`src/rtl/fifo_pkg.sv`:
```
// Shared constants and helpers for the FIFO family.
package fifo_pkg;

    // Read-mode selectors for the FWFT parameter.
    localparam int unsigned FIFO_MODE_STD  = 0;
    localparam int unsigned FIFO_MODE_FWFT = 1;

    // Width needed to hold a fill count of 0..depth inclusive.
    function automatic int unsigned fifo_count_width(input int unsigned depth);
        return $clog2(depth + 1);
    endfunction

    // Width needed to address depth storage words (at least one bit).
    function automatic int unsigned fifo_ptr_width(input int unsigned depth);
        return (depth > 1) ? $clog2(depth) : 1;
    endfunction

endpackage

```
`src/rtl/fifo_wrap_ptr.sv`:
```
// Modulo-DEPTH incrementing pointer; wraps from DEPTH-1 back to 0 for any DEPTH.
module fifo_wrap_ptr
    import fifo_pkg::*;
#(
    parameter  int unsigned DEPTH = 4,
    localparam int unsigned PW    = fifo_ptr_width(DEPTH)
) (
    input  logic          clk_i,
    input  logic          rst_i,
    input  logic          en_i,
    output logic [PW-1:0] ptr_o
);

    logic [PW-1:0] ptr_q;
    logic [PW-1:0] ptr_d;

    // Advance on enable, wrapping explicitly at the last storage index.
    always_comb begin
        ptr_d = ptr_q;
        if (en_i) begin
            ptr_d = (ptr_q == PW'(DEPTH - 1)) ? '0 : ptr_q + PW'(1);
        end
    end

    // Pointer register.
    always_ff @(posedge clk_i or posedge rst_i) begin
        if (rst_i) begin
            ptr_q <= '0;
        end else begin
            ptr_q <= ptr_d;
        end
    end

    assign ptr_o = ptr_q;

endmodule

```
`src/rtl/fifo_fwft_count.sv`:
```
// Single-clock FIFO with arbitrary depth, selectable standard/FWFT read path,
// live fill count, threshold flags and sticky overflow/underflow flags.
module fifo_fwft_count
    import fifo_pkg::*;
#(
    parameter  int unsigned WIDTH = 8,
    parameter  int unsigned DEPTH = 4,
    parameter  int unsigned FWFT  = FIFO_MODE_STD,
    localparam int unsigned CW    = fifo_count_width(DEPTH)
) (
    input  logic             i_Clk,
    input  logic             i_Rst,
    input  logic             i_Wr_DV,
    input  logic [WIDTH-1:0] i_Wr_Data,
    input  logic [CW-1:0]    i_AF_Level,
    output logic             o_AF_Flag,
    output logic             o_Full,
    input  logic             i_Rd_En,
    output logic             o_Rd_DV,
    output logic [WIDTH-1:0] o_Rd_Data,
    input  logic [CW-1:0]    i_AE_Level,
    output logic             o_AE_Flag,
    output logic             o_Empty,
    output logic [CW-1:0]    o_Count,
    input  logic             i_Clr_Err,
    output logic             o_Overflow,
    output logic             o_Underflow
);

    localparam int unsigned PW = fifo_ptr_width(DEPTH);

    logic [WIDTH-1:0] mem_q [DEPTH];
    logic [PW-1:0]    wr_ptr;
    logic [PW-1:0]    rd_ptr;
    logic [CW-1:0]    count_q, count_d;
    logic             overflow_q, overflow_d;
    logic             underflow_q, underflow_d;
    logic             rd_accept;
    logic             wr_accept;

    // A read needs stored data; a write into a full FIFO is legal only when a read frees a slot.
    assign rd_accept = i_Rd_En && !o_Empty;
    assign wr_accept = i_Wr_DV && (!o_Full || rd_accept);

    fifo_wrap_ptr #(
        .DEPTH (DEPTH)
    ) u_wr_ptr (
        .clk_i (i_Clk),
        .rst_i (i_Rst),
        .en_i  (wr_accept),
        .ptr_o (wr_ptr)
    );

    fifo_wrap_ptr #(
        .DEPTH (DEPTH)
    ) u_rd_ptr (
        .clk_i (i_Clk),
        .rst_i (i_Rst),
        .en_i  (rd_accept),
        .ptr_o (rd_ptr)
    );

    // Storage array; contents are deliberately left unreset.
    always_ff @(posedge i_Clk) begin
        if (wr_accept) begin
            mem_q[wr_ptr] <= i_Wr_Data;
        end
    end

    // Next count and sticky errors; a new error wins over a coincident clear.
    always_comb begin
        count_d = count_q;
        if (wr_accept && !rd_accept) begin
            count_d = count_q + CW'(1);
        end else if (rd_accept && !wr_accept) begin
            count_d = count_q - CW'(1);
        end
        overflow_d  = (overflow_q && !i_Clr_Err) || (i_Wr_DV && !wr_accept);
        underflow_d = (underflow_q && !i_Clr_Err) || (i_Rd_En && o_Empty);
    end

    // Count and error flag registers.
    always_ff @(posedge i_Clk or posedge i_Rst) begin
        if (i_Rst) begin
            count_q     <= '0;
            overflow_q  <= 1'b0;
            underflow_q <= 1'b0;
        end else begin
            count_q     <= count_d;
            overflow_q  <= overflow_d;
            underflow_q <= underflow_d;
        end
    end

    assign o_Count     = count_q;
    assign o_Empty     = (count_q == '0);
    assign o_Full      = (count_q == CW'(DEPTH));
    assign o_AF_Flag   = (count_q >= i_AF_Level);
    assign o_AE_Flag   = (count_q <= i_AE_Level);
    assign o_Overflow  = overflow_q;
    assign o_Underflow = underflow_q;

    if (FWFT == FIFO_MODE_FWFT) begin : g_fwft
        // Head word is presented combinationally whenever data is held.
        assign o_Rd_Data = mem_q[rd_ptr];
        assign o_Rd_DV   = !o_Empty;
    end else begin : g_std
        logic             rd_dv_q;
        logic [WIDTH-1:0] rd_data_q;

        // Registered read: one-cycle valid pulse, data holds until the next read.
        always_ff @(posedge i_Clk or posedge i_Rst) begin
            if (i_Rst) begin
                rd_dv_q   <= 1'b0;
                rd_data_q <= '0;
            end else begin
                rd_dv_q <= rd_accept;
                if (rd_accept) begin
                    rd_data_q <= mem_q[rd_ptr];
                end
            end
        end

        assign o_Rd_Data = rd_data_q;
        assign o_Rd_DV   = rd_dv_q;
    end

endmodule

```
`config.mk`:
```
export PLATFORM = sky130hd
export DESIGN_NAME = fifo_fwft_count
export DESIGN_NICKNAME = d
export VERILOG_FILES = /design/src/rtl/fifo_pkg.sv /design/src/rtl/fifo_wrap_ptr.sv /design/src/rtl/fifo_fwft_count.sv
export SDC_FILE = /design/constraint.sdc
export NUM_CORES = 1
export LEC_CHECK = 0
export BUFFER_PORTS_ARGS = -buffer_cell sky130_fd_sc_hd__buf_2
export CORE_MARGIN = 3
export CORE_UTILIZATION = 59
export DETAILED_ROUTE_END_ITERATION = 7
export PLACE_DENSITY = 0.88
export SLEW_MARGIN = 20
export SYNTH_ARGS = -nofsm -noshare
export SYNTH_HDL_FRONTEND = slang
export SYNTH_SLANG_ARGS = --single-unit
```
`constraint.sdc`:
```
create_clock -name i_Clk -period 3.2 [get_ports i_Clk]
set_input_delay 0.64 -clock i_Clk [delete_from_list [all_inputs] [get_ports i_Clk]]
set_output_delay 0.64 -clock i_Clk [all_outputs]
set_load 0.005 [all_outputs]
```
# Yosys cells after proc, flatten, opt, wreduce, memory -nomap -nowiden
# Memory sizes are Yosys's and may differ from the RTL's. A register that Yosys moved wholly into a read port is not among the register bits.
# Index checks and enable logic that the tools add are counted.
[word_totals] ff_bits=10 mem_bits_rw=32 inputBits=19 memories=1
[classes] add_sub_neg=4 magnitude_cmp=2 eq_ne=3 n_mux=6 n_reduce_logical=18
[memory_table] name="mem_q" words=4 word_bits=8 read_ports=1 rd_ports_with_merged_regs=1 wr=1 line_no="fifo_fwft_count.sv:32" source="logic [WIDTH-1:0] mem_q [DEPTH];"
[op_table] cell="1-bit logical AND" count=8
[op_table] cell="3-bit 2-to-1 mux" count=2
[op_table] cell="1-bit logical NOT" count=5
[op_table] cell="2-bit by 1-bit adder with 2-bit output (second input constant)" count=2
[op_table] cell="2-bit equality test (second input constant)" count=2
[op_table] cell="2-bit 2-to-1 mux" count=2
[op_table] cell="3-bit by 1-bit adder with 3-bit output (second input constant)" count=1
[op_table] cell="3-bit equality test (second input constant)" count=1
[op_table] cell="3-bit greater-or-equal comparator" count=1
[op_table] cell="3-bit less-or-equal comparator" count=1
[op_table] cell="3-bit logical NOT" count=1
[op_table] cell="1-bit logical OR" count=3
[op_table] cell="3-bit by 1-bit subtractor with 3-bit output (second input constant)" count=1
[op_table] cell="1-bit 2-to-1 mux" count=2
[op_table] cell="2-bit nonzero test" count=1

# Logic depth before layout (Yosys ltp)
# Gate-level depths: netlist of run 1.
[depth] depth_word=9 depth_mapped=8

# Hierarchy
# A second synthesis of run 1 with hierarchy kept.
[unflattened] cells_unflattened=123 hier_area_um2=2119.5
[by_module_without_submodules] module="fifo_fwft_count" instances=1 cells_each=109 area_each_um2=1934.4 seq_area_each_um2=1311.3
[by_module_without_submodules] module="fifo_wrap_ptr" instances=2 cells_each=7 area_each_um2=92.6 seq_area_each_um2=50.0

# Least setup slack after synthesis of run 1
# No wires, ideal clock.
[synth_timing] path_type="reg-to-reg" from="register count_q[1], in the netlist o_Count[1]" to="register count_q[2], in the netlist o_Count[2]" setup_ps=79 t_arrival_ps=2129 slack_ps=992 stages_incl_launch_ff=9 n_path_buf=1 synth_period_minus_slack_ps=2208 path_cell_list="dfrtp_1 -> o31ai_1 -> buf_4 -> ha_1 -> inv_1 -> fa_1 -> xor2_1 -> nor2_1 -> xor2_1"
[synth_via] elab_chain_len=8
[synth_rtl] element="start: declaration" line_no="fifo_fwft_count.sv:35" source="logic [CW-1:0] count_q, count_d;"
[synth_rtl] element="start signal: assignment" line_no="fifo_fwft_count.sv:89" source="count_q <= count_d;"
[synth_rtl] element="branches (longest 8 deep; another with 3-bit by 1-bit subtractor with 3-bit output)"
# Several ways; the timed one is not identified. The select of a mux whose other input is x is not followed.
# A chain may end at the register's enable or synchronous reset.

# Worst setup path in the final report of run 1
[layout_timing] from="register count_q[0], in the netlist o_Count[0]" to="output port o_AF_Flag"
[layout_via] elab_chain_len=1
[layout_rtl] element="3-bit greater-or-equal comparator" line_no="fifo_fwft_count.sv:98" source="assign o_AF_Flag = (count_q >= i_AF_Level);"
[layout_rtl] element="end: declaration" line_no="fifo_fwft_count.sv:16" source="output logic o_AF_Flag,"
# No other way between the ends.

==> run_results.csv, run 1 <==
group,metric,value,unit
status,outcome,"completed",
worst_hold_path,hp-class,"in2async",
clock_network,clkLatencyLatePin,0.37,ns
detailed_routing,drt-met1-wl,1309,um
sta,hold_viol_final,0,
detailed_routing,drc,0,
die,die_w,66.20,um
grt,gr-total-overflow,0,
detailed_routing,via_per_inst,5.335,
placed_design,port_buffers,36,
flow_run,maxCapViolations,0,
sta,min_period,2.592,ns
detailed_routing,finalWirelength,3445,um
critical_path,worstPathMaxFanout,7,
sta,skew,0.009954,ns
detailed_routing,dr_wl_met2,1893,um
cells_and_area,layout_common_cells,"36 x buf_2, 32 x edfxtp_1, 18 x dfrtp_1",
clock_network,hold_buffers,0,
sta,fin_crit_sh,81.01,%
sta,rsz0062_at_grt,"false",
power_and_ir_drop,power-per-cell-area,832.2,mW/mm^2
synthesis,synth_fp_nets,157,
critical_path,crit_type,"reg2out",
sta,tightest_slew,0.6859,ns
clock_network,cts_made_buffers,5,
synthesis,synthCells,125,
power_and_ir_drop,p_comb_share,33.9,%
die,core_area,0.003416,mm^2
die,fp-row-count,21,
detailed_routing,drt_pass1_iterations,4,
power_and_ir_drop,internal_power,1.369,mW
clock_network,cts_tree,"yes",
die,die-area,0.004382,mm^2
placed_design,dp_hpwl,2454,um
power_and_ir_drop,clkPwrFrac,13.8,%
clock_network,ctsResizeCount,0,
grt,grt_pass1_vias,1147,
cells_and_area,fill_cells,245,
critical_path,end_kind,"output pin",
sta,slew_viol_final,0,
sta,setup_viol,0,
cells_and_area,final_util,71.14,%
power_and_ir_drop,leakage,1.020,nW
grt,grt_pass1_wl,5637,um
sta,fmax,385.8,MHz
cells_and_area,syn2layout_area_growth,13.63,%
synthesis,seq_area_frac_synth,66.00,%
cells_and_area,final_common_cell,"buf_2",
clock_network,clk_pin_slew_worst_paths,0.14,ns
sta,fin_setup_tns,0,ns
synthesis,synth-seq-cells,50,
placed_design,globalplace.congestion,0.6909,
die,start_util,62.60,%
critical_path,startpoint,"o_Count[0]",
grt,grt_usage,18.47,%
power_and_ir_drop,peakVddDrop,502.8,uV
clock_network,htreeDepth,2,
clock_network,postCtsSetupRepairBufs,0,
power_and_ir_drop,power_frac_seq,52.4,%
die,io_pins,37,
synthesis,syn_area_per_cell,17.11,um^2
clock_network,cts_sinks,50,
synthesis,netlist_area,0.002138,mm^2
critical_path,startpoint_type,"flip-flop",
critical_path,worstRegToRegCells,7,
cells_and_area,fin_cells,212,
synthesis,yosysUniqueCellTypes,26,
critical_path,cp.arrival,1.95,ns
cells_and_area,drive_gt1_share,39.76,%
detailed_routing,vias,1131,
grt,antenna_found_initial,0,
power_and_ir_drop,p_switching,0.6526,mW
power_and_ir_drop,netSwitchingFraction,32.27,%
detailed_routing,initialDrtViolationCount,62,
grt,grt_max_degree,19,
critical_path,rr_startpoint,"o_Count[1]",
clock_network,clock_path_buffers,2,
cells_and_area,final_nets,197,
sta,max-slew-margin-rel,54.22,%
synthesis,ys_warn_count,0,
cells_and_area,antenna_cells,0,
die,die_h,66.20,um
placed_design,dp_cells,204,
detailed_routing,dr_wl_met3,187,um
clock_network,root_buffer,"clkbuf_4",
detailed_routing,top_layer,"met4",
detailed_routing,wl_per_cell,16.25,um
critical_path,required,2.56,ns
detailed_routing,postRouteAntennaNets,0,
sequential cells by signal, summed over array words and instances, names as in the netlist:
signal,cells
o_Rd_Data,8
o_Count,3
o_Overflow,1
o_Underflow,1
u_rd_ptr.ptr_o,2
o_Rd_DV,1
mem_q,32
u_wr_ptr.ptr_o,2
metal layers:
layer | vias to the layer above | global-route usage (%)
li1 | 536 | -
met1 | 560 | 20.80
met2 | 29 | 32.34
met3 | 6 | 6.122
met4 | 0 | 6.853
met5 | - | 0
layout make-up:
| cell class | instances | area (um^2) | area share, % |
|---|---|---|---|
| Inverter | 14 | 52.55 | 2.163 |
| Multi-Input combinational cell | 58 | 671.9 | 27.65 |
| Tap cell | 46 | 57.56 | 2.369 |
| Clock buffer | 6 | 41.29 | 1.699 |
| Sequential cell | 50 | 1411 | 58.08 |
| Clock inverter | 2 | 15.01 | 0.6179 |
| Timing Repair Buffer | 36 | 180.2 | 7.415 |
worst paths after layout:
path	to	slack (ns)
min in group i_Clk	o_Overflow	0.47
worst max-delay path	o_AF_Flag	0.61
max in group asynchronous	o_Overflow	2.41
worst min-delay path	o_Count[0]	0.35
worst max register to register	o_Count[2]	0.83
worst min register to register	o_Rd_Data[7]	0.52
kinds of logic after synthesis:
| kind of cell | synth area share, % |
|---|---|
| adders and majority gates | 7.958 |
| and+or+nand+nor | 3.511 |
| DFF | 66.00 |
| buffers and inverters | 3.218 |
| muxes | 14.75 |
| AOI/OAI and AO/OA | 3.335 |
| xor gates and xnor gates | 1.229 |
cell usage after synthesis (all sizes together):
cell	count	share of area, %
xnor2	1	0.41
nand2	1	0.18
o21ai	2	0.47
o31ai	1	0.35
fa	1	0.94
inv	14	2.5
a21o	3	1.1
and2	4	1.2
nand3	1	0.23
nand2b	1	0.29
o32ai	1	0.41
ha	12	7.0
nor2b	1	0.29
mux2	12	6.3
nor3	2	0.47
mux4	8	8.4
o21a	2	1.1
dfrtp	18	21
buf	3	0.76
nor2	2	0.35
or3b	1	0.53
xor2	2	0.82
edfxtp	32	45
critical path, stage by stage, from the launching register on:
cell and delay [ns]:
dfrtp_1 0.57, inv_1 0.11, ha_1 0.29, nand2b_1 0.14
a21o_1 0.18, a21o_1 0.17, buf_2 0.12
per-stage QoR:
step,hold slack [ns],power [mW],area [um^2],worst slack [ns]
6_report,0.3504,2.022,2430,0.6078
5_1_grt,0.3659,2.181,2430,0.4542
4_1_cts,0.3617,2.037,2421,0.4715
3_5_place_dp,0.4923,1.767,2365,0.5177
3_3_place_gp,0.4865,1.701,2365,0.6480
2_1_floorplan,0.5041,1.504,2138,0.9922
power by group through the flow:
stage	clock [mW]	sequential, mW	combinational, mW
floorplan	0	0.998	0.506
global placement	0	1.05	0.649
detailed placement	0	1.07	0.693
CTS	0.284	1.06	0.694
global route	0.323	1.09	0.763
finish	0.278	1.06	0.685
No activity file was read; power rests on OpenSTA's default activity.
==> run 2, diff against run 1 <==
--- a/config.mk
+++ b/config.mk
@@ -7,9 +7,9 @@
 export LEC_CHECK = 0
 export BUFFER_PORTS_ARGS = -buffer_cell sky130_fd_sc_hd__buf_2
 export CORE_MARGIN = 3
-export CORE_UTILIZATION = 59
+export CORE_UTILIZATION = 49
 export DETAILED_ROUTE_END_ITERATION = 7
-export PLACE_DENSITY = 0.88
+export PLACE_DENSITY = 0.79
 export SLEW_MARGIN = 20
 export SYNTH_ARGS = -nofsm -noshare
 export SYNTH_HDL_FRONTEND = slang
==> constraint.sdc (replaced) <==
create_clock -name i_Clk -period 2.2 [get_ports i_Clk]
set_input_delay 0.44 -clock i_Clk [delete_from_list [all_inputs] [get_ports i_Clk]]
set_output_delay 0.44 -clock i_Clk [all_outputs]
set_load 0.005 [all_outputs]
==> run 2 against run 1 <==
Net effect: die area up 18%; largest cell class unchanged; clock power up 95%; via count up 5.2%; largest power group unchanged.
==> run_results.csv, run 2 (synthesis results as in run 1) <==
group,metric,value,unit
status,outcome,"completed",
clock_network,cts_tree,"yes",
flow_run,maxCapViolations,0,
grt,grt_pass1_wl,5837,um
detailed_routing,drc,0,
cells_and_area,syn2layout_area_growth,20.42,%
placed_design,port_buffers,36,
clock_network,htreeDepth,2,
cells_and_area,top_register,"mem_q",
critical_path,crit_type,"reg2reg",
power_and_ir_drop,power-per-cell-area,1256,mW/mm^2
cells_and_area,antenna_cells,0,
clock_network,cts_made_buffers,5,
die,die_w,72.06,um
cells_and_area,final_nets,208,
critical_path,worstPathMaxFanout,2,
sta,hold_viol_final,0,
worst_hold_path,hp-class,"in2async",
clock_network,root_buffer,"clkbuf_8",
sta,tightest_slew,0.6981,ns
power_and_ir_drop,p_switching,0.9810,mW
clock_network,clkLatencyLatePin,0.30,ns
critical_path,cp.arrival,2.38,ns
clock_network,clock_path_buffers,2,
cells_and_area,final_common_cell,"buf_2",
critical_path,required,2.39,ns
grt,grt_usage,15.31,%
detailed_routing,initialDrtViolationCount,55,
sta,fmax,457.0,MHz
clock_network,clk_pin_slew_worst_paths,0.09,ns
detailed_routing,via_per_inst,5.242,
cells_and_area,layout_common_cells,"36 x buf_2, 32 x edfxtp_1, 18 x dfrtp_1",
power_and_ir_drop,internal_power,2.252,mW
cells_and_area,fin_cells,227,
cells_and_area,final_util,62.57,%
sta,fin_hold_ws,0.2329,ns
detailed_routing,vias,1190,
detailed_routing,finalWirelength,3730,um
grt,antenna_found_initial,0,
die,core_area,0.004115,mm^2
power_and_ir_drop,netSwitchingFraction,30.35,%
power_and_ir_drop,clkPwrFrac,16.8,%
placed_design,globalplace.congestion,0.8151,
cells_and_area,finalInstanceArea,0.002575,mm^2
power_and_ir_drop,leakage,1.102,nW
sta,min_period,2.188,ns
grt,grt_pass1_vias,1218,
sta,max-slew-margin-rel,53.41,%
die,die_h,72.06,um
grt,grt_max_degree,19,
placed_design,dp_hpwl,2589,um
detailed_routing,postRouteAntennaNets,0,
sta,rsz0062_at_grt,"true",
cells_and_area,largest_reg_flops,32,
critical_path,r2r_setup_slack,0.01,ns
power_and_ir_drop,p_comb_share,38.2,%
clock_network,cts_sinks,50,
placed_design,placedInstanceArea,0.002407,mm^2
critical_path,end_kind,"flip-flop",
power_and_ir_drop,power_frac_seq,45.0,%
die,start_util,51.96,%
die,fp-row-count,23,
sta,fin_crit_sh,99.47,%
die,die-area,0.005193,mm^2
sta,slew_viol_final,0,
sta,skew,0.004349,ns
die,io_pins,37,
power_and_ir_drop,peakVddDrop,507.3,uV
grt,gr-total-overflow,0,
critical_path,startpoint,"o_Count[0]",
critical_path,rr_startpoint,"o_Count[0]",
cells_and_area,drive_gt1_share,45.76,%
detailed_routing,wl_per_cell,16.43,um
sta,setup_viol,0,
detailed_routing,drt_pass1_iterations,4,
critical_path,startpoint_type,"flip-flop",
placed_design,dp_cells,213,
## run 2: area by class of cell
cell class / count / area [um^2]
Fill cell: 306 / 1540
Clock inverter: 2 / 12.51
Tap cell: 50 / 62.56
Multi-Input combinational cell: 58 / 683.2
Sequential cell: 50 / 1411
Clock buffer: 6 / 82.58
Timing Repair Buffer: 47 / 270.3
Inverter: 14 / 52.55
## run 2: metal layers
metal  share of wire [%]  vias up  wire (um)  global-route usage (%)
li1                    -      560          -                       -
met1                  39      582       1454                   18.28
met2                  54       38       2010                   26.19
met3                 5.9       10        220                   5.817
met4                 1.2        0         45                   3.758
met5                   0        -          0                       0
## run 2: critical path, stage by stage (launching register included)
cell     delay [ns]
dfrtp_1        0.40
buf_4          0.14
or3b_4         0.40
o21a_4         0.24
ha_4           0.16
inv_1          0.06
fa_1           0.40
mux2_2         0.28
## run 2: path summary, 6_finish.rpt
check,depth (start not counted),to
worst max-delay path,7,o_Count[1]
worst min-delay path,2,o_Overflow
worst max register to register,7,o_Count[1]
worst min register to register,1,o_Rd_Data[0]
max in group asynchronous,2,o_Rd_Data[6]
min in group i_Clk,2,o_Overflow
## run 2: repair_timing
action | in CTS | in global routing
pin swaps | 0 | 3
endpoints found under the setup margin | 1 | 2
gates resized for setup | 1 | 6
setup buffers | 0 | 6
hold buffers | 0 | 0
## run 2: through the flow
| step | setup slack, ns | TNS, ns | power [mW] |
|---|---|---|---|
| after global routing | -0.03896 | -0.04224 | 3.469 |
| after global placement | 0.1798 | 0 | 2.536 |
| after detailed placement | 0.1141 | 0 | 2.613 |
| after CTS | 0.003103 | 0 | 3.167 |
| after floorplan | 0.07044 | 0 | 2.193 |
| final | 0.01175 | 0 | 3.233 |
## run 2: power by group through the flow
stage | Combinational, mW | Clock [mW] | Sequential, mW
floorplan | 0.737 | 0 | 1.46
global placement | 1.08 | 0 | 1.45
detailed placement | 1.13 | 0 | 1.48
CTS | 1.15 | 0.560 | 1.46
global route | 1.37 | 0.602 | 1.49
finish | 1.23 | 0.543 | 1.46
